### src/rtl/alu_input_sequencer.sv
// Front-panel sequencer for a combinational ALU: debounced buttons step through
// operand A, operand B and opcode entry, wait out the ALU latency and latch the result.
module alu_input_sequencer #(
  parameter int N_BITS          = 8,
  parameter int NB_OP           = 6,
  parameter int DEBOUNCE_CYCLES = 4,
  parameter int ALU_LATENCY     = 1
) (
  input  logic              clock,
  input  logic              reset,
  input  logic [N_BITS-1:0] i_sw,
  input  logic              i_btn_load,
  input  logic              i_btn_clear,
  output logic [N_BITS-1:0] o_alu_a,
  output logic [N_BITS-1:0] o_alu_b,
  output logic [NB_OP-1:0]  o_alu_op,
  input  logic [N_BITS-1:0] i_alu_result,
  output logic [N_BITS-1:0] o_result,
  output logic              o_result_valid,
  output logic [2:0]        o_state,
  output logic              o_err
);

  localparam int DW = $clog2(DEBOUNCE_CYCLES + 1);
  localparam int LW = $clog2(ALU_LATENCY + 1);
  localparam logic [DW-1:0] DB_LAST  = DW'(DEBOUNCE_CYCLES - 1);
  localparam logic [LW-1:0] LAT_LAST = LW'(ALU_LATENCY - 1);

  typedef enum logic [2:0] {
    WAIT_A  = 3'd0,
    WAIT_B  = 3'd1,
    WAIT_OP = 3'd2,
    EXEC    = 3'd3,
    SHOW    = 3'd4
  } state_e;

  // Button index 0 is load, index 1 is clear.
  logic [1:0]         btn_raw;
  logic [1:0]         sync1_q, sync1_d, sync2_q, sync2_d;
  logic [1:0][DW-1:0] db_cnt_q, db_cnt_d;
  logic [1:0]         armed_q, armed_d;
  logic [1:0]         pulse_q, pulse_d;

  state_e              state_q, state_d;
  logic [N_BITS-1:0]   alu_a_q, alu_a_d;
  logic [N_BITS-1:0]   alu_b_q, alu_b_d;
  logic [NB_OP-1:0]    alu_op_q, alu_op_d;
  logic [N_BITS-1:0]   result_q, result_d;
  logic                result_valid_q, result_valid_d;
  logic                err_q, err_d;
  logic [LW-1:0]       wait_cnt_q, wait_cnt_d;

  logic load_pulse, clear_pulse;

  assign btn_raw     = {i_btn_clear, i_btn_load};
  assign load_pulse  = pulse_q[0];
  assign clear_pulse = pulse_q[1];

  function automatic logic legal_op(input logic [NB_OP-1:0] op);
    case (op)
      NB_OP'(6'b100000), NB_OP'(6'b100010), NB_OP'(6'b100100), NB_OP'(6'b100101),
      NB_OP'(6'b100110), NB_OP'(6'b000011), NB_OP'(6'b000010), NB_OP'(6'b100111):
        legal_op = 1'b1;
      default:
        legal_op = 1'b0;
    endcase
  endfunction

  // Armed debouncers wait for a stable high window and fire; disarmed ones wait
  // for a stable low window before re-arming, so a held button fires once.
  always_comb begin
    sync1_d = btn_raw;
    sync2_d = sync1_q;
    for (int i = 0; i < 2; i++) begin
      db_cnt_d[i] = '0;
      armed_d[i]  = armed_q[i];
      pulse_d[i]  = 1'b0;
      if (sync2_q[i] == armed_q[i]) begin
        if (db_cnt_q[i] == DB_LAST) begin
          armed_d[i] = !armed_q[i];
          pulse_d[i] = armed_q[i];
        end else begin
          db_cnt_d[i] = db_cnt_q[i] + 1'b1;
        end
      end
    end
  end

  always_comb begin
    // NOTE: every output of a combinational block gets a default first; a path that
    // leaves one unassigned would otherwise infer a latch.
    state_d        = state_q;
    alu_a_d        = alu_a_q;
    alu_b_d        = alu_b_q;
    alu_op_d       = alu_op_q;
    result_d       = result_q;
    result_valid_d = result_valid_q;
    err_d          = err_q;
    wait_cnt_d     = wait_cnt_q;

    if (clear_pulse) begin
      state_d        = WAIT_A;
      alu_a_d        = '0;
      alu_b_d        = '0;
      alu_op_d       = '0;
      result_d       = '0;
      result_valid_d = 1'b0;
      err_d          = 1'b0;
      wait_cnt_d     = '0;
    end else begin
      case (state_q)
        WAIT_A: if (load_pulse) begin
          alu_a_d = i_sw;
          state_d = WAIT_B;
        end
        WAIT_B: if (load_pulse) begin
          alu_b_d = i_sw;
          state_d = WAIT_OP;
        end
        WAIT_OP: if (load_pulse) begin
          if (legal_op(i_sw[NB_OP-1:0])) begin
            alu_op_d   = i_sw[NB_OP-1:0];
            err_d      = 1'b0;
            wait_cnt_d = '0;
            state_d    = EXEC;
          end else begin
            err_d = 1'b1;
          end
        end
        EXEC: begin
          if (wait_cnt_q == LAT_LAST) begin
            result_d       = i_alu_result;
            result_valid_d = 1'b1;
            state_d        = SHOW;
          end else begin
            wait_cnt_d = wait_cnt_q + 1'b1;
          end
        end
        SHOW: if (load_pulse) begin
          result_valid_d = 1'b0;
          state_d        = WAIT_A;
        end
        default: state_d = WAIT_A;
      endcase
    end
  end

  // NOTE: state registers use non-blocking assignments so every flop samples the
  // pre-edge value of every other flop, independent of statement order.
  always_ff @(posedge clock or posedge reset) begin
    if (reset) begin
      sync1_q        <= '0;
      sync2_q        <= '0;
      db_cnt_q       <= '0;
      armed_q        <= '1;
      pulse_q        <= '0;
      state_q        <= WAIT_A;
      alu_a_q        <= '0;
      alu_b_q        <= '0;
      alu_op_q       <= '0;
      result_q       <= '0;
      result_valid_q <= 1'b0;
      err_q          <= 1'b0;
      wait_cnt_q     <= '0;
    end else begin
      sync1_q        <= sync1_d;
      sync2_q        <= sync2_d;
      db_cnt_q       <= db_cnt_d;
      armed_q        <= armed_d;
      pulse_q        <= pulse_d;
      state_q        <= state_d;
      alu_a_q        <= alu_a_d;
      alu_b_q        <= alu_b_d;
      alu_op_q       <= alu_op_d;
      result_q       <= result_d;
      result_valid_q <= result_valid_d;
      err_q          <= err_d;
      wait_cnt_q     <= wait_cnt_d;
    end
  end

  assign o_alu_a        = alu_a_q;
  assign o_alu_b        = alu_b_q;
  assign o_alu_op       = alu_op_q;
  assign o_result       = result_q;
  assign o_result_valid = result_valid_q;
  assign o_state        = state_q;
  assign o_err          = err_q;

endmodule

### config.mk
export PLATFORM = sky130hd
export DESIGN_NAME = alu_input_sequencer
export DESIGN_NICKNAME = d
export VERILOG_FILES = /design/src/rtl/alu_input_sequencer.sv
export SDC_FILE = /design/constraint.sdc
export NUM_CORES = 1
export LEC_CHECK = 0
export ABC_AREA = 1
export CAP_MARGIN = 20
export CORE_UTILIZATION = 54
export CTS_BUF_LIST = sky130_fd_sc_hd__clkbuf_8
export DETAILED_ROUTE_END_ITERATION = 6
export PLACE_DENSITY = 0.88
export SLEW_MARGIN = 40
export SYNTH_ARGS = -nofsm -noshare
export SYNTH_HDL_FRONTEND = slang
export SYNTH_SLANG_ARGS = --single-unit
### constraint.sdc
create_clock -name clock -period 4.4 [get_ports clock]
set_input_delay 0.88 -clock clock [delete_from_list [all_inputs] [get_ports clock]]
set_output_delay 0.88 -clock clock [all_outputs]
set_load 0.02 [all_outputs]
==> results by group, run 1 <==
Status
  – Status: completed

Floorplanning
  – Die area: 4090 um^2
  – Starting density of the core: 56.6%
  – Num rows: 22
  – Core Area: 3660 um^2
  – I/O pins: 55
  – Height of the die: 64.0 um
  – Die Wd: 64.0 um

Worst setup path
  – Worst path slowest cell: clkdlybuf4s50_1
  – Worst path cell trace: clkdlybuf4s50_1
  – Crit Path Class: reg2out
  – R2r startpoint: pulse_q[1]$_DFF_PP0_
  – Reg2Reg Depth: 6
  – CP max FO: 7
  – Reg-to-Reg End: o_alu_b[4]$_DFFE_PP0P_
  – End point of the critical path: o_state[1]
  – Stages on worst setup path: 1
  – CP startpoint kind: flop
  – Worst Setup End Kind: output pin
  – CP Data Arrival Time: 1.50 ns
  – Critical Path Source: o_state[1]$_DFFE_PP0P_
  – Setup slack, reg-to-reg: 2.64 ns
  – Crit-path leading delay family: buffers and inverters
  – Crit path buffers/inverters: 1
  – WP data required: 3.52 ns
  – Max incr delay on CP: 0.67 ns

Cells and area
  – P&R area growth vs syn: 33.7%
  – Nets@finish: 296
  – Commonest non-fill, non-tap cell in the layout: nand2_1
  – Final core occ: 75.7%
  – Fraction of layout cells with a size suffix above 1: 11.6%
  – Non-Filler Instances: 323
  – Antenna diodes: 0
  – Commonest cells after routing, fill and taps aside: 58 x nand2_1, 54 x clkdlybuf4s50_1, 47 x dfrtp_1
  – Fill cells: 266

CTS
  – CTS sink count: 49
  – Hold_buf cts: 0
  – Clk_lat worst skew: 0.30 ns
  – CTS Buf Count: 5
  – TritonCTS clock tree: done
  – Setup bufs post-CTS: 0
  – CTS clk-pin slew, worst paths: 0.09 ns
  – Clock Root Buffer: clkbuf_8
  – Resized Gates After CTS: 0
  – CTS Buffer Depth: 2
  – Max H-tree Level: 2

Power
  – VDD IR max: 0.392 mV
  – Pwr Density: 683 nW/um^2
  – P_sw: 0.683 mW
  – Pleak: 1.37 nW
  – Sw frac: 36.1%
  – Gate power share: 41.9%
  – Clock share of power: 19.6%
  – Sequential power share: 38.6%
  – P_int: 1.21 mW

Flow run
  – Max-Cap Viols: 0

Placement
  – RD Place Congestion: 0.778
  – Dpl ws: 2.29 ns
  – # placed instances: 315
  – Post-DP HPWL: 2800 um
  – Port bufs: 54

Hold path
  – WHS Path Cells: 0
  – Worst min path class: reg2reg

Logic synthesis
  – Register area share after synthesis: 59.3%
  – #FFs+latches synth: 49
  – Synth unique cells: 25
  – Post-synthesis cell count: 217
  – Syn_nets: 239
  – Synth warnings: 0
  – Avg Cell Area, Syn: 9.55 um^2
  – Post-Syn Area: 2070 um^2

Timing
  – Post-layout min period: 2.38 ns
  – Slew at the pin closest to its max-slew limit: 0.564 ns
  – RSZ-0062 raised after global routing: no
  – Max-slew violations: 0
  – Final WS setup: 2.02 ns
  – # setup viols final: 0
  – Slew headroom: 62.4%
  – Post-Route Setup TNS: 0 ns
  – Max Fclk: 0.419 GHz
  – Layout Skew: 0.00660 ns
  – Hold_ws: 0.353 ns
  – Fin. Hold Viols: 0
  – Crit share post-route: 54.2%

Detailed routing
  – Wire per inst: 11.9 um
  – Detailed Routing Iterations Pass 1: 4
  – Vias per inst: 4.98
  – Post-Route WL: 3860 um
  – Highest Signal Layer: met4
  – WL met2: 1780 um
  – Drt drc: 0
  – DR vias: 1,607
  – Final ANT Viol Nets: 0
  – Met1 Wirelength: 1720 um
  – Met3 wire len: 276 um
  – DRT iter0 DRCs: 96

Global routing
  – Global-route wire length before repair: 6760 um
  – Pin count of the biggest net entering global routing: 50
  – Global Route Usage Sum: 21.6%
  – GRT overflow: 0
  – Initial antenna violation count: 0
  – Vias in the first global route: 1,557
## kinds of logic after synthesis
logic type | after synthesis | share of synthesized area (%)
AO/OA/AOI/OAI | 29 | 9.53
XOR/XNOR | 2 | 0.845
adder cells (fa/ha/maj) | 2 | 1.21
buffers and inverters | 36 | 7.66
flip-flops | 49 | 59.3
AND/OR/NAND/NOR | 99 | 21.5
## worst register-to-register path, cell delays in order, from the launching register on
cell     delay, ns
dfrtp_1       0.56
inv_2         0.34
nand2_1       0.21
o21ai_4       0.22
inv_1         0.18
nand2_1       0.10
nand2_1       0.05
## metal layers
metal	vias up	GRT usage, %
li1	795	-
met1	740	28.9
met2	63	32.2
met3	9	7.50
met4	0	8.52
met5	-	0
## registers in the layout, summed over array words and instances, names as in the netlist
name            count
sync1_q             2
o_alu_a             8
sync2_q             2
db_cnt_q            6
o_alu_op            6
pulse_q             2
o_result_valid      1
o_err               1
o_result            8
armed_q             2
o_alu_b             8
o_state             3
## stage by stage
step | power (mW) | cell area (um^2)
2_1_floorplan | 1.18 | 2070
3_3_place_gp | 1.51 | 2640
3_5_place_dp | 1.53 | 2640
4_1_cts | 1.91 | 2770
5_1_grt | 2.02 | 2770
6_report | 1.89 | 2770
## power by group through the flow
stage	Sequential (mW)	Combinational [mW]	Clock [mW]
final	0.730	0.792	0.370
after global routing	0.751	0.870	0.401
after CTS	0.730	0.801	0.375
after detailed placement	0.736	0.796	0
after global placement	0.729	0.776	0
after floorplan	0.885	0.296	0
## cell usage after synthesis, drive strengths merged
cell type	number	area share, %
inv	32	5.8
buf	4	1.9
nor2	13	3.0
o21ai	25	8.2
nand4	1	0.30
a21oi	1	0.24
ha	2	1.2
o21a	1	0.36
nor3	6	2.0
dfstp	2	2.5
nand2	61	11
xor2	2	0.85
a21boi	2	0.72
dfrtp	47	57
nand3	18	4.8
## how the worst min path moves through the flow
stage                                     from              endpoint  slack, ns
after floorplan           sync1_q[0]$_DFF_PP0_  sync2_q[0]$_DFF_PP0_       0.33
after global placement    sync1_q[1]$_DFF_PP0_  sync2_q[1]$_DFF_PP0_       0.33
after detailed placement  sync1_q[1]$_DFF_PP0_  sync2_q[1]$_DFF_PP0_       0.33
after CTS                 sync1_q[1]$_DFF_PP0_  sync2_q[1]$_DFF_PP0_       0.35
after global routing      sync1_q[1]$_DFF_PP0_  sync2_q[1]$_DFF_PP0_       0.37
final                     sync1_q[1]$_DFF_PP0_  sync2_q[1]$_DFF_PP0_       0.35
## cell type report
type / count / area (um^2) / share of cell area (%)
Clock buffer: 5 / 68.8 / 2.48
Clock inverter: 3 / 65.1 / 2.35
Inverter: 32 / 123 / 4.42
Multi-Input combinational cell: 132 / 686 / 24.7
Sequential cell: 49 / 1230 / 44.3
Tap cell: 48 / 60.1 / 2.17
Timing Repair Buffer: 54 / 541 / 19.5
Power figures use the tool's default switching activity.
==> inputs of run 2 (changes only) <==
CORE_UTILIZATION = 45   (was 54)
PLACE_DENSITY = 0.78   (was 0.88)
clock period = 2.1 ns   (was 4.4 ns; I/O delays follow)
==> run 2 against run 1 <==
Net effect:
- non-clock buffer count is 5 higher
- sequential share of layout area unchanged
- sequential power increased by 110%
- routed wire length grew 4.3%
- total power grew 96%
- flip-flop and latch count unchanged
- via count rose by 0.37%
- final cell count is 2.8% higher
- combinational power grew 110%
- setup slack lost 1.8 ns
- global-route usage decreased by 3.3 points
- utilization down 12 points
- critical path type unchanged
- largest cell class unchanged
- highest routed layer unchanged
==> results by group, run 2 (synthesis results as in run 1) <==
Global routing
  – Global Route Usage Sum: 18.2%
  – GRT overflow: 0
  – Global-route wire length before repair: 7000 um
  – Initial antenna violation count: 0
  – Pin count of the biggest net entering global routing: 22
  – Vias in the first global route: 1,580

CTS
  – Max H-tree Level: 2
  – CTS clk-pin slew, worst paths: 0.09 ns
  – Clock Root Buffer: clkbuf_8
  – CTS sink count: 49
  – Clk_lat worst skew: 0.30 ns
  – Setup bufs post-CTS: 0
  – TritonCTS clock tree: done
  – CTS Buf Count: 5
  – Resized Gates After CTS: 0
  – Hold_buf cts: 0
  – CTS Buffer Depth: 2

Detailed routing
  – Drt drc: 0
  – Wire per inst: 12.1 um
  – Final ANT Viol Nets: 0
  – DRT iter0 DRCs: 98
  – Detailed Routing Iterations Pass 1: 4
  – Post-Route WL: 4020 um
  – Vias per inst: 4.86
  – DR vias: 1,613

Worst setup path
  – Setup slack, reg-to-reg: 0.60 ns
  – Crit path buffers/inverters: 1
  – Crit Path Class: reg2out
  – Max incr delay on CP: 0.66 ns
  – Worst Setup End Kind: output pin
  – CP max FO: 7
  – CP startpoint kind: flop
  – WP data required: 1.68 ns
  – Worst path cell trace: clkdlybuf4s50_1
  – CP Data Arrival Time: 1.47 ns
  – Worst path slowest cell: clkdlybuf4s50_1
  – Crit-path leading delay family: buffers and inverters

Cells and area
  – P&R area growth vs syn: 33.7%
  – Commonest non-fill, non-tap cell in the layout: nand2_1
  – Final instance area: 2770 um^2
  – Fraction of layout cells with a size suffix above 1: 12.5%
  – Nets@finish: 301
  – Commonest cells after routing, fill and taps aside: 58 x nand2_1, 54 x clkdlybuf4s50_1, 47 x dfrtp_1
  – Fill cells: 388
  – Final core occ: 63.2%
  – Antenna diodes: 0

Timing
  – Post-layout min period: 1.89 ns
  – Fin. Hold Viols: 0
  – RSZ-0062 raised after global routing: no
  – Max-slew violations: 0
  – Slew at the pin closest to its max-slew limit: 0.474 ns
  – Max Fclk: 0.529 GHz
  – Layout Skew: 0.0109 ns
  – # setup viols final: 0
  – Crit share post-route: 90.1%
  – Slew headroom: 68.3%
  – Post-Route Setup TNS: 0 ns

Placement
  – Post-DP HPWL: 3000 um
  – RD Place Congestion: 0.742
  – Port bufs: 54
  – Placed cell area: 2690 um^2

Floorplanning
  – Num rows: 24
  – Height of the die: 69.9 um
  – Starting density of the core: 47.3%
  – I/O pins: 55
  – Die Wd: 69.9 um
  – Core Area: 4380 um^2
  – Die area: 4880 um^2

Power
  – Sequential power share: 41.0%
  – Pwr Density: 1340 nW/um^2
  – VDD IR max: 0.873 mV
  – Gate power share: 45.1%
  – Sw frac: 38.2%
  – P_int: 2.29 mW
  – Clock share of power: 13.9%
  – Pleak: 1.38 nW
  – P_sw: 1.42 mW

Hold path
  – Worst min path class: reg2reg

Flow run
  – Max-Cap Viols: 0

Status
  – Status: completed
[run 2: power by group through the flow]
stage | Clock (mW) | Sequential, mW | Combinational (mW)
6_report | 0.517 | 1.52 | 1.67
5_1_grt | 0.582 | 1.57 | 1.82
4_1_cts | 0.534 | 1.53 | 1.69
3_5_place_dp | 0 | 1.54 | 1.69
3_3_place_gp | 0 | 1.53 | 1.65
2_1_floorplan | 0 | 1.86 | 0.620
[run 2: final timing paths]
path	startpoint	endpoint	depth (start not counted)
max	o_state[1]$_DFFE_PP0P_	o_state[1]	1
min	sync1_q[1]$_DFF_PP0_	sync2_q[1]$_DFF_PP0_	0
max reg2reg	o_state[0]$_DFFE_PP0P_	o_alu_b[6]$_DFFE_PP0P_	8
min reg2reg	sync1_q[1]$_DFF_PP0_	sync2_q[1]$_DFF_PP0_	0
max in group asynchronous	reset	o_err$_DFFE_PP0P_	3
min in group asynchronous	reset	o_alu_b[6]$_DFFE_PP0P_	2
[run 2: cell type report]
cell class | instances | area, um^2 | area share (%)
flip-flops and latches | 49 | 1230 | 44.3
multi-input cells | 132 | 686 | 24.7
repair buffers | 59 | 591 | 21.3
inverters | 32 | 120 | 4.33
clock buffers | 5 | 68.8 | 2.48
well taps | 52 | 65.1 | 2.35
clock inverters | 3 | 12.5 | 0.451
[run 2: per-layer routing]
layer  vias to the layer above  wire (um)  global-route usage (%)
met4                         0         33                    5.56
met1                       750       1860                    23.1
met3                         5        266                    6.20
met5                         -          0                       0
met2                        52       1860                    29.7
li1                        806          -                       -
[run 2: stage by stage]
stage	setup slack [ns]	total power [mW]	instances	hold slack (ns)
6_report	0.208	3.71	332	0.353
2_1_floorplan	0.510	2.48	217	0.331
4_1_cts	0.195	3.75	332	0.355
3_3_place_gp	0.507	3.18	324	0.332
3_5_place_dp	0.437	3.23	324	0.336
5_1_grt	0.145	3.97	332	0.366
==> inputs of run 3 (changes only) <==
==> constraint.sdc (replaced) <==
create_clock -name clock -period 2.1 [get_ports clock]
set_input_delay 0.42 -clock clock [delete_from_list [all_inputs] [get_ports clock]]
set_output_delay 0.42 -clock clock [all_outputs]
set_load 0.005 [all_outputs]
==> run 3 against run 2 <==
Net effect:
- fmax rose by 5.6%
- register-to-register slack worse by 0.03 ns
- clock power is 31% higher
- via count is 0.56% lower
- sequential share of layout area down 0.55 points
- sequential power barely moved
- critical path depth unchanged
- flip-flop and latch count unchanged
- non-clock buffer count unchanged
- critical path type unchanged
- largest power group is now registers
==> results by group, run 3 (synthesis results as in run 1) <==
Worst setup path
  – CP max FO: 7
  – Reg-to-Reg End: o_alu_b[4]$_DFFE_PP0P_
  – Reg2Reg Depth: 8
  – WP data required: 1.68 ns
  – CP startpoint kind: flop
  – Crit-path leading delay family: buffers and inverters
  – CP Data Arrival Time: 1.37 ns
  – R2r startpoint: o_state[0]$_DFFE_PP0P_
  – Max incr delay on CP: 0.56 ns
  – Setup slack, reg-to-reg: 0.57 ns
  – Worst Setup End Kind: output pin
  – Worst path cell trace: clkdlybuf4s50_1
  – Worst path slowest cell: clkdlybuf4s50_1
  – Crit path buffers/inverters: 1
  – Crit Path Class: reg2out

Global routing
  – Pin count of the biggest net entering global routing: 22
  – Most Used Layer, Global Route: met2
  – Initial antenna violation count: 0
  – Vias in the first global route: 1,568
  – Global Route Usage Sum: 17.8%
  – GRT overflow: 0
  – GR Util met3: 4.47%
  – Met2 usage: 29.7%
  – Global-route wire length before repair: 6920 um
  – Routing usage on met1: 22.8%

Power
  – Sw frac: 31.0%
  – VDD IR max: 0.787 mV
  – Pwr Density: 1260 nW/um^2
  – Gate power share: 38.0%
  – P_int: 2.45 mW
  – Clock share of power: 19.1%
  – Pleak: 1.39 nW
  – P_sw: 1.10 mW
  – Sequential power share: 43.0%

Timing
  – Layout Skew: 0.00416 ns
  – Slew headroom: 69.7%
  – Max Fclk: 0.558 GHz
  – Max-slew violations: 0
  – Post-layout min period: 1.79 ns
  – RSZ-0062 raised after global routing: no
  – Fin. Hold Viols: 0
  – Crit share post-route: 85.3%
  – Slew at the pin closest to its max-slew limit: 0.454 ns
  – Post-Route Setup TNS: 0 ns
  – # setup viols final: 0

Floorplanning
  – Height of the die: 69.9 um
  – I/O pins: 55
  – Starting density of the core: 47.3%
  – Die area: 4880 um^2
  – Core Area: 4380 um^2
  – Die Wd: 69.9 um
  – Num rows: 24

CTS
  – CTS clk-pin slew, worst paths: 0.09 ns
  – Clk_lat worst skew: 0.29 ns
  – Max H-tree Level: 2
  – Clock Root Buffer: clkbuf_8
  – CTS Buf Count: 5
  – CTS sink count: 49
  – TritonCTS clock tree: done
  – Resized Gates After CTS: 0
  – Setup bufs post-CTS: 0
  – CTS Buffer Depth: 2
  – Hold_buf cts: 0

Placement
  – RD Place Congestion: 0.744
  – Port bufs: 54
  – Post-DP HPWL: 2900 um

Cells and area
  – Final core occ: 64.0%
  – Commonest cells after routing, fill and taps aside: 58 x nand2_1, 54 x clkdlybuf4s50_1, 47 x dfrtp_1
  – Fill cells: 377
  – Fraction of layout cells with a size suffix above 1: 12.9%
  – Commonest non-fill, non-tap cell in the layout: nand2_1
  – P&R area growth vs syn: 35.4%
  – Nets@finish: 301
  – Antenna diodes: 0

Status
  – Status: completed

Hold path
  – Worst Hold End: sync2_q[0]$_DFF_PP0_
  – Hold Crit Start: sync1_q[0]$_DFF_PP0_
  – WHS Path Cells: 0
  – Worst min path class: reg2reg

Detailed routing
  – Post-Route WL: 3930 um
  – Drt drc: 0
  – Wire per inst: 11.8 um
  – Detailed Routing Iterations Pass 1: 4
  – DRT iter0 DRCs: 95
  – Final ANT Viol Nets: 0
  – Vias per inst: 4.83
  – DR vias: 1,604

Flow run
  – Max-Cap Viols: 0
==> run 3: power groups by stage <==
stage / Sequential, mW / Clock [mW] / Combinational [mW]
2_1_floorplan: 1.54 / 0 / 0.623
3_3_place_gp: 1.53 / 0 / 1.32
3_5_place_dp: 1.54 / 0 / 1.36
4_1_cts: 1.52 / 0.693 / 1.36
5_1_grt: 1.57 / 0.730 / 1.49
6_report: 1.52 / 0.676 / 1.35
==> run 3: worst max-delay path by stage <==
stage | slack, ns | cells past startpoint | startpoint | end
CTS | 0.30 | 1 | o_state[1]$_DFFE_PP0P_ | o_state[1]
finish | 0.31 | 1 | o_state[1]$_DFFE_PP0P_ | o_state[1]
floorplan | 0.51 | 1 | reset | db_cnt_q[0]$_DFF_PP0_
detailed placement | 0.43 | 8 | i_sw[1] | o_alu_op[0]$_DFFE_PP0P_
global route | 0.25 | 1 | o_state[1]$_DFFE_PP0P_ | o_state[1]
global placement | 0.51 | 7 | i_sw[3] | o_alu_op[2]$_DFFE_PP0P_
==> run 3: through the flow <==
step	instance area [um^2]	worst slack [ns]	total power, mW	hold slack (ns)	cells
3_5_place_dp	2690	0.431	2.89	0.337	324
3_3_place_gp	2690	0.512	2.85	0.332	324
4_1_cts	2810	0.299	3.58	0.357	332
6_report	2810	0.309	3.55	0.355	332
5_1_grt	2810	0.248	3.80	0.365	332
2_1_floorplan	2070	0.510	2.16	0.331	217
==> run 3: routing by layer <==
metal | wire length (um) | share of wire (%)
met5 | 0 | 0
met4 | 53 | 1.3
met3 | 256 | 6.5
met2 | 1810 | 46
met1 | 1800 | 46
==> run 3: cell type report <==
cell class              instances  area (um^2)  area share (%)
clock inverters                 2         33.8            1.20
repair buffers                 59          591            21.0
inverters                      32          120            4.28
well taps                      52         65.1            2.32
multi-input cells             132          686            24.4
clock buffers                   6         82.6            2.94
flip-flops and latches         49         1230            43.8
